==> config.mk <==
export PLATFORM = sky130hd
export DESIGN_NAME = packetizer
export DESIGN_NICKNAME = d
export VERILOG_FILES = /design/src/rtl/packetizer.sv
export SDC_FILE = /design/constraint.sdc
export NUM_CORES = 2
export LEC_CHECK = 0
export BUFFER_PORTS_ARGS = -buffer_cell sky130_fd_sc_hd__buf_2
export CAP_MARGIN = 20
export CORE_ASPECT_RATIO = 0.8
export CORE_MARGIN = 5
export CORE_UTILIZATION = 32
export DETAILED_ROUTE_END_ITERATION = 8
export PLACE_DENSITY = 0.49
export SKIP_CTS_REPAIR_TIMING = 1
export SLEW_MARGIN = 10
export SYNTH_ARGS = -nofsm -noshare
export SYNTH_HDL_FRONTEND = slang
export SYNTH_SLANG_ARGS = --single-unit
==> constraint.sdc <==
create_clock -name clk -period 2.6 [get_ports clk]
set_input_delay 0.39 -clock clk [delete_from_list [all_inputs] [get_ports clk]]
set_output_delay 0.39 -clock clk [all_outputs]
set_load 0.05 [all_outputs]
==> src/rtl/packetizer.sv <==
// Transmit framer: registers one payload, then streams a length/stream header word, a
// per-stream sequence word and the payload words over a valid/ready/last handshake.
module packetizer #(
  parameter int unsigned MAX_BYTES = 37,
  parameter int unsigned STREAMS   = 32
) (
  input  logic                     clk,
  input  logic                     reset_b,
  input  logic [0:8*MAX_BYTES-1]   payloadIn,
  input  logic [5:0]               payloadLen,
  input  logic [15:0]              streamId,
  input  logic                     payloadIn_val,
  output logic                     payloadIn_ready,
  output logic [31:0]              dataOut,
  output logic                     dataOut_val,
  input  logic                     dataOut_ready,
  output logic                     dataOut_last,
  output logic                     lenError
);

  localparam int unsigned MaxWords = (MAX_BYTES + 3) / 4;
  localparam int unsigned PadBytes = 4 * MaxWords;
  localparam int unsigned IdxW     = $clog2(MaxWords + 1);
  localparam int unsigned SidW     = $clog2(STREAMS);

  typedef enum logic [1:0] {StIdle, StHdr, StSeq, StData} state_e;

  state_e                 state_q, state_d;
  logic [0:8*PadBytes-1]  pay_q, pay_d;
  logic [31:0]            seq_q, seq_d;
  logic [IdxW-1:0]        idx_q, idx_d;
  logic [IdxW-1:0]        w_q, w_d;
  logic [31:0]            data_q, data_d;
  logic                   val_q, val_d;
  logic                   last_q, last_d;
  logic                   rdy_q, rdy_d;
  logic                   lerr_q, lerr_d;
  logic [31:0]            seq_tab_q [STREAMS];
  logic [31:0]            seq_tab_d [STREAMS];

  logic                   accept;
  logic                   len_ok;
  logic [SidW-1:0]        sid;
  logic [31:0]            seq_next;
  logic [IdxW-1:0]        words_in;
  logic [0:8*PadBytes-1]  pay_masked;
  logic [IdxW-1:0]        sel_idx;
  logic [31:0]            word_nxt;

  assign accept   = payloadIn_val && rdy_q;
  assign len_ok   = (payloadLen != 6'd0) && (32'(payloadLen) <= MAX_BYTES);
  assign sid      = streamId[SidW-1:0];
  assign seq_next = seq_tab_q[sid] + 32'd1;
  assign words_in = IdxW'((32'(payloadLen) + 32'd3) >> 2);

  // Bytes past the length are zeroed on capture so the last word needs no masking later.
  always_comb begin
    pay_masked = '0;
    for (int k = 0; k < int'(MAX_BYTES); k++) begin
      if (k < int'(payloadLen)) begin
        pay_masked[8*k +: 8] = payloadIn[8*k +: 8];
      end
    end
  end

  assign sel_idx = (state_q == StSeq) ? '0 : idx_q + IdxW'(1);

  always_comb begin
    word_nxt = '0;
    for (int j = 0; j < int'(MaxWords); j++) begin
      if (IdxW'(j) == sel_idx) begin
        word_nxt = pay_q[32*j +: 32];
      end
    end
  end

  always_comb begin
    state_d   = state_q;
    pay_d     = pay_q;
    seq_d     = seq_q;
    idx_d     = idx_q;
    w_d       = w_q;
    data_d    = data_q;
    val_d     = val_q;
    last_d    = last_q;
    rdy_d     = rdy_q;
    lerr_d    = 1'b0;
    seq_tab_d = seq_tab_q;
    case (state_q)
      StIdle: begin
        if (accept) begin
          if (len_ok) begin
            state_d        = StHdr;
            pay_d          = pay_masked;
            seq_d          = seq_next;
            seq_tab_d[sid] = seq_next;
            w_d            = words_in;
            idx_d          = '0;
            data_d         = {16'(payloadLen) + 16'd8, streamId};
            val_d          = 1'b1;
            last_d         = 1'b0;
            rdy_d          = 1'b0;
          end else begin
            lerr_d = 1'b1;
          end
        end
      end
      StHdr: begin
        if (dataOut_ready) begin
          state_d = StSeq;
          data_d  = seq_q;
        end
      end
      StSeq: begin
        if (dataOut_ready) begin
          state_d = StData;
          idx_d   = '0;
          data_d  = word_nxt;
          last_d  = (w_q == IdxW'(1));
        end
      end
      StData: begin
        if (dataOut_ready) begin
          if (idx_q == w_q - IdxW'(1)) begin
            state_d = StIdle;
            data_d  = '0;
            val_d   = 1'b0;
            last_d  = 1'b0;
            rdy_d   = 1'b1;
          end else begin
            idx_d  = idx_q + IdxW'(1);
            data_d = word_nxt;
            last_d = (idx_q + IdxW'(2) == w_q);
          end
        end
      end
      default: state_d = StIdle;
    endcase
  end

  always_ff @(posedge clk or negedge reset_b) begin
    if (!reset_b) begin
      state_q <= StIdle;
      pay_q   <= '0;
      seq_q   <= '0;
      idx_q   <= '0;
      w_q     <= '0;
      data_q  <= '0;
      val_q   <= 1'b0;
      last_q  <= 1'b0;
      rdy_q   <= 1'b1;
      lerr_q  <= 1'b0;
      for (int i = 0; i < int'(STREAMS); i++) begin
        seq_tab_q[i] <= '0;
      end
    end else begin
      state_q <= state_d;
      pay_q   <= pay_d;
      seq_q   <= seq_d;
      idx_q   <= idx_d;
      w_q     <= w_d;
      data_q  <= data_d;
      val_q   <= val_d;
      last_q  <= last_d;
      rdy_q   <= rdy_d;
      lerr_q  <= lerr_d;
      for (int i = 0; i < int'(STREAMS); i++) begin
        seq_tab_q[i] <= seq_tab_d[i];
      end
    end
  end

  assign payloadIn_ready = rdy_q;
  assign dataOut         = data_q;
  assign dataOut_val     = val_q;
  assign dataOut_last    = last_q;
  assign lenError        = lerr_q;

endmodule
==> results.md <==
* Status: finished with violations
* Failing checks: negative hold slack, negative setup slack
* Worst-margin pin slew at roughly 1200 ps
* Vias in the first global route at 56300
* Vias at roughly 62000
* DR iter-0 viols at 7248
* Starting density of the core at 0.322
* Cts bufs inserted at 154
* Yosys cell types at 74
* Lkg Pwr at around 43 nW
* Post-synth top cells: 1500 x nand2_1, 1397 x dfrtp_1, 490 x mux2i_1
* Clock Tree Buf Depth at 3
* Die Y-Extent at 418 microns
* Netlist Area Pre-Place at ~0.066 sq mm
* Post-DP HPWL at approximately 190000 microns
* Main synth FF type: dfrtp_1
* Hold Worst Slack at -3.26 ps
* Maximum vdd drop at 0.554 mV
* CTS root buffer: clkbuf_16
* Syn_area_per_cell at 9.85 sq um
* # H-tree levels at 4
* Share of layout cells above drive strength 1 at 0.287
* RePlAce Congestion at 0.931
* Critical path arrival at about 3700 ps
* Routed Antenna Nets at 0
* Power Dens Cells at between 500 and 600 mW/mm^2
* Most numerous cell in the Yosys netlist: nand2_1
* Drt total wl at 298000 microns
* Final Power at approximately 47 mW
* Grt total ovfl at 0
* # port buffers at between 300 and 400
* Final Cycle Share at 1.15
* Final count of negative-setup-slack endpoints at approximately 860
* CP startpoint kind: flip-flop
* DRC violation count after routing at 0
* Final Max Tran Viols at 0
* First drt pass iteration count at 6
* Seq/Total Area, Yosys at 0.526
* Clk slew on worst S/H paths at about 60 ps
* Tmin final at about 3000 ps
* Placed Instances at 10000
* Async S/R FF share, synth at 1.00
* Seq cells post-synth at roughly 1400
* Synth area leaders: dfrtp_1 53%, nand2_1 8.5%, mux2i_1 7.4%
* Finished Layout Cells at around 11000
* Crit end category: flip-flop
* Antenna violations before repair at 24
* Cells after Synth at 6752
* Number of vias per cell at 5.74
* Relative slew slack at 0.209
* P&R area growth vs syn at 40.2%
* Die outline width at approximately 520 microns
* Post-route setup slack at -393 ps
* CTS tree: done
* Setup TNS at -165100 ps
* Routed len/inst at roughly 28 microns
* Min-delay worst type: primary input to flip-flop
* Io pins at 358
* Final Hold Viols at 2
* Post-synth top area cell: dfrtp_1
* Pre-CTS WS at -1560 ps
* # rows at ~150
* EDFF count, synth at 0
* GRT Util Overall at 0.248
* Final #Nets at 8232
* Worst skew pair latency at slightly above 800 ps
* Worst endpoint required time at approximately 3300 ps
* Syn nets at 7085
* Core Area at 0.206 sq mm
* Share of the synthesized area in the top cell type at 0.526
* Unrepaired setup endpoints after global routing: yes
* Area of the die at roughly 0.22 sq mm
* Peak fanout along the critical path at 20
* Yosys warning total at 0
* Clock Skew at approximately 36 ps
* MaxCap Viol Count at 0
* Crit path kind: flip-flop to flip-flop
* Largest net degree at the start of global routing at ~110
* FMAX at around 330 MHz
* Clock sinks at 1398
* First-pass GRT wire length at between 400000 and 500000 microns
power by group:
group | internal [mW] | switching [mW] | total, mW
registers | 21.8 | 0 | 21.8
logic | 1.11 | 1.58 | 2.69
clock network | 13.2 | 9.75 | 23.0
total | 36.1 | 11.3 | 47.4
worst paths after layout:
path | start | endpoint | slack (ps) | depth (start not counted)
max in group asynchronous | reset_b | seq_tab_q[928]$_DFFE_PN0P_ | 1320 | 3
min in group asynchronous | reset_b | seq_tab_q[970]$_DFFE_PN0P_ | 170 | 2
min | streamId[7] | dataOut[7]$_DFFE_PN0P_ | -3 | 3
max | idx_q[1]$_DFFE_PN0P_ | dataOut[15]$_DFFE_PN0P_ | -390 | 13
max reg2reg | idx_q[1]$_DFFE_PN0P_ | dataOut[15]$_DFFE_PN0P_ | -390 | 13
min reg2reg | pay_q[218]$_DFFE_PN0P_ | pay_q[218]$_DFFE_PN0P_ | 460 | 2
layer usage:
layer	up-vias	GRT usage	routed length, microns
li1	26700	-	-
met1	31400	0.368	133000
met2	2854	0.370	130000
met3	646	0.0464	24900
met4	10	0.0677	9830
met5	-	0	65
state kept, by name, summed over array words and instances, names as in the netlist:
name             count
dataOut_val          1
idx_q                4
seq_tab_q         1024
seq_q               32
lenError             1
pay_q              296
dataOut_last         1
w_q                  4
payloadIn_ready      1
dataOut             32
state_q              2
cell type report:
cell class | count | area, sq um
sequential | 1398 | 35000
clock inverter | 52 | 636
timing repair buffer | 1660 | 17100
clock buffer | 225 | 4600
tap | 2718 | 3400
antenna | 14 | 35.0
fill | 19000 | 113000
inverter | 15 | 56.3
multi-input combinational | 4670 | 32400
critical path, cell delays in order (launching register included):
cell     delay (ps)
dfrtp_2         450
ha_4            180
xor2_2          150
buf_4           140
buf_4           130
nor4_4          310
buf_12          220
o21a_1          180
a221o_1         250
o21ai_0         190
a21oi_2         250
buf_4           150
nor2_1           60
o31ai_1         220
layout by cell type, fill, tap and decap left out, drive strengths merged, types with 22 or more instances in the layout:
cell type    synthesis  layout
a211o               27      27
a211oi              33      33
a21oi               60      60
a221o               51      51
a221oi              22      22
a22o                32      32
a22oi               57      57
a311o               32      32
a311oi              25      25
buf                202    1315
clkbuf             471     270
clkinv               1      34
dfrtp             1397    1397
dlygate4sd3          0     300
inv                 14      22
mux2               171     171
mux2i              490     490
nand2             1504    1504
nand3              356     356
nand4               93      93
nor2               222     222
nor4               102     102
o21ai              444     444
o221ai              41      41
o22ai              261     261
o31ai              413     413
stage by stage:
step / area [sq um] / util
detailed placement: 79300 / 0.384
finish: 93300 / 0.452
CTS: 84600 / 0.410
floorplan: 67400 / -
global placement: 79300 / 0.384
global route: 93200 / 0.452
logic make-up after synthesis:
group,Yosys count,share of synthesized area
XOR/XNOR,30,0.00395
multiplexers,677,0.108
adder cells (fa/ha/maj),11,0.00207
buffers and inverters,688,0.0439
flip-flops,1398,0.526
AND/OR/NAND/NOR,2375,0.155
AO/OA/AOI/OAI,1573,0.160
Note: power is estimated with default switching activity, not from simulation.
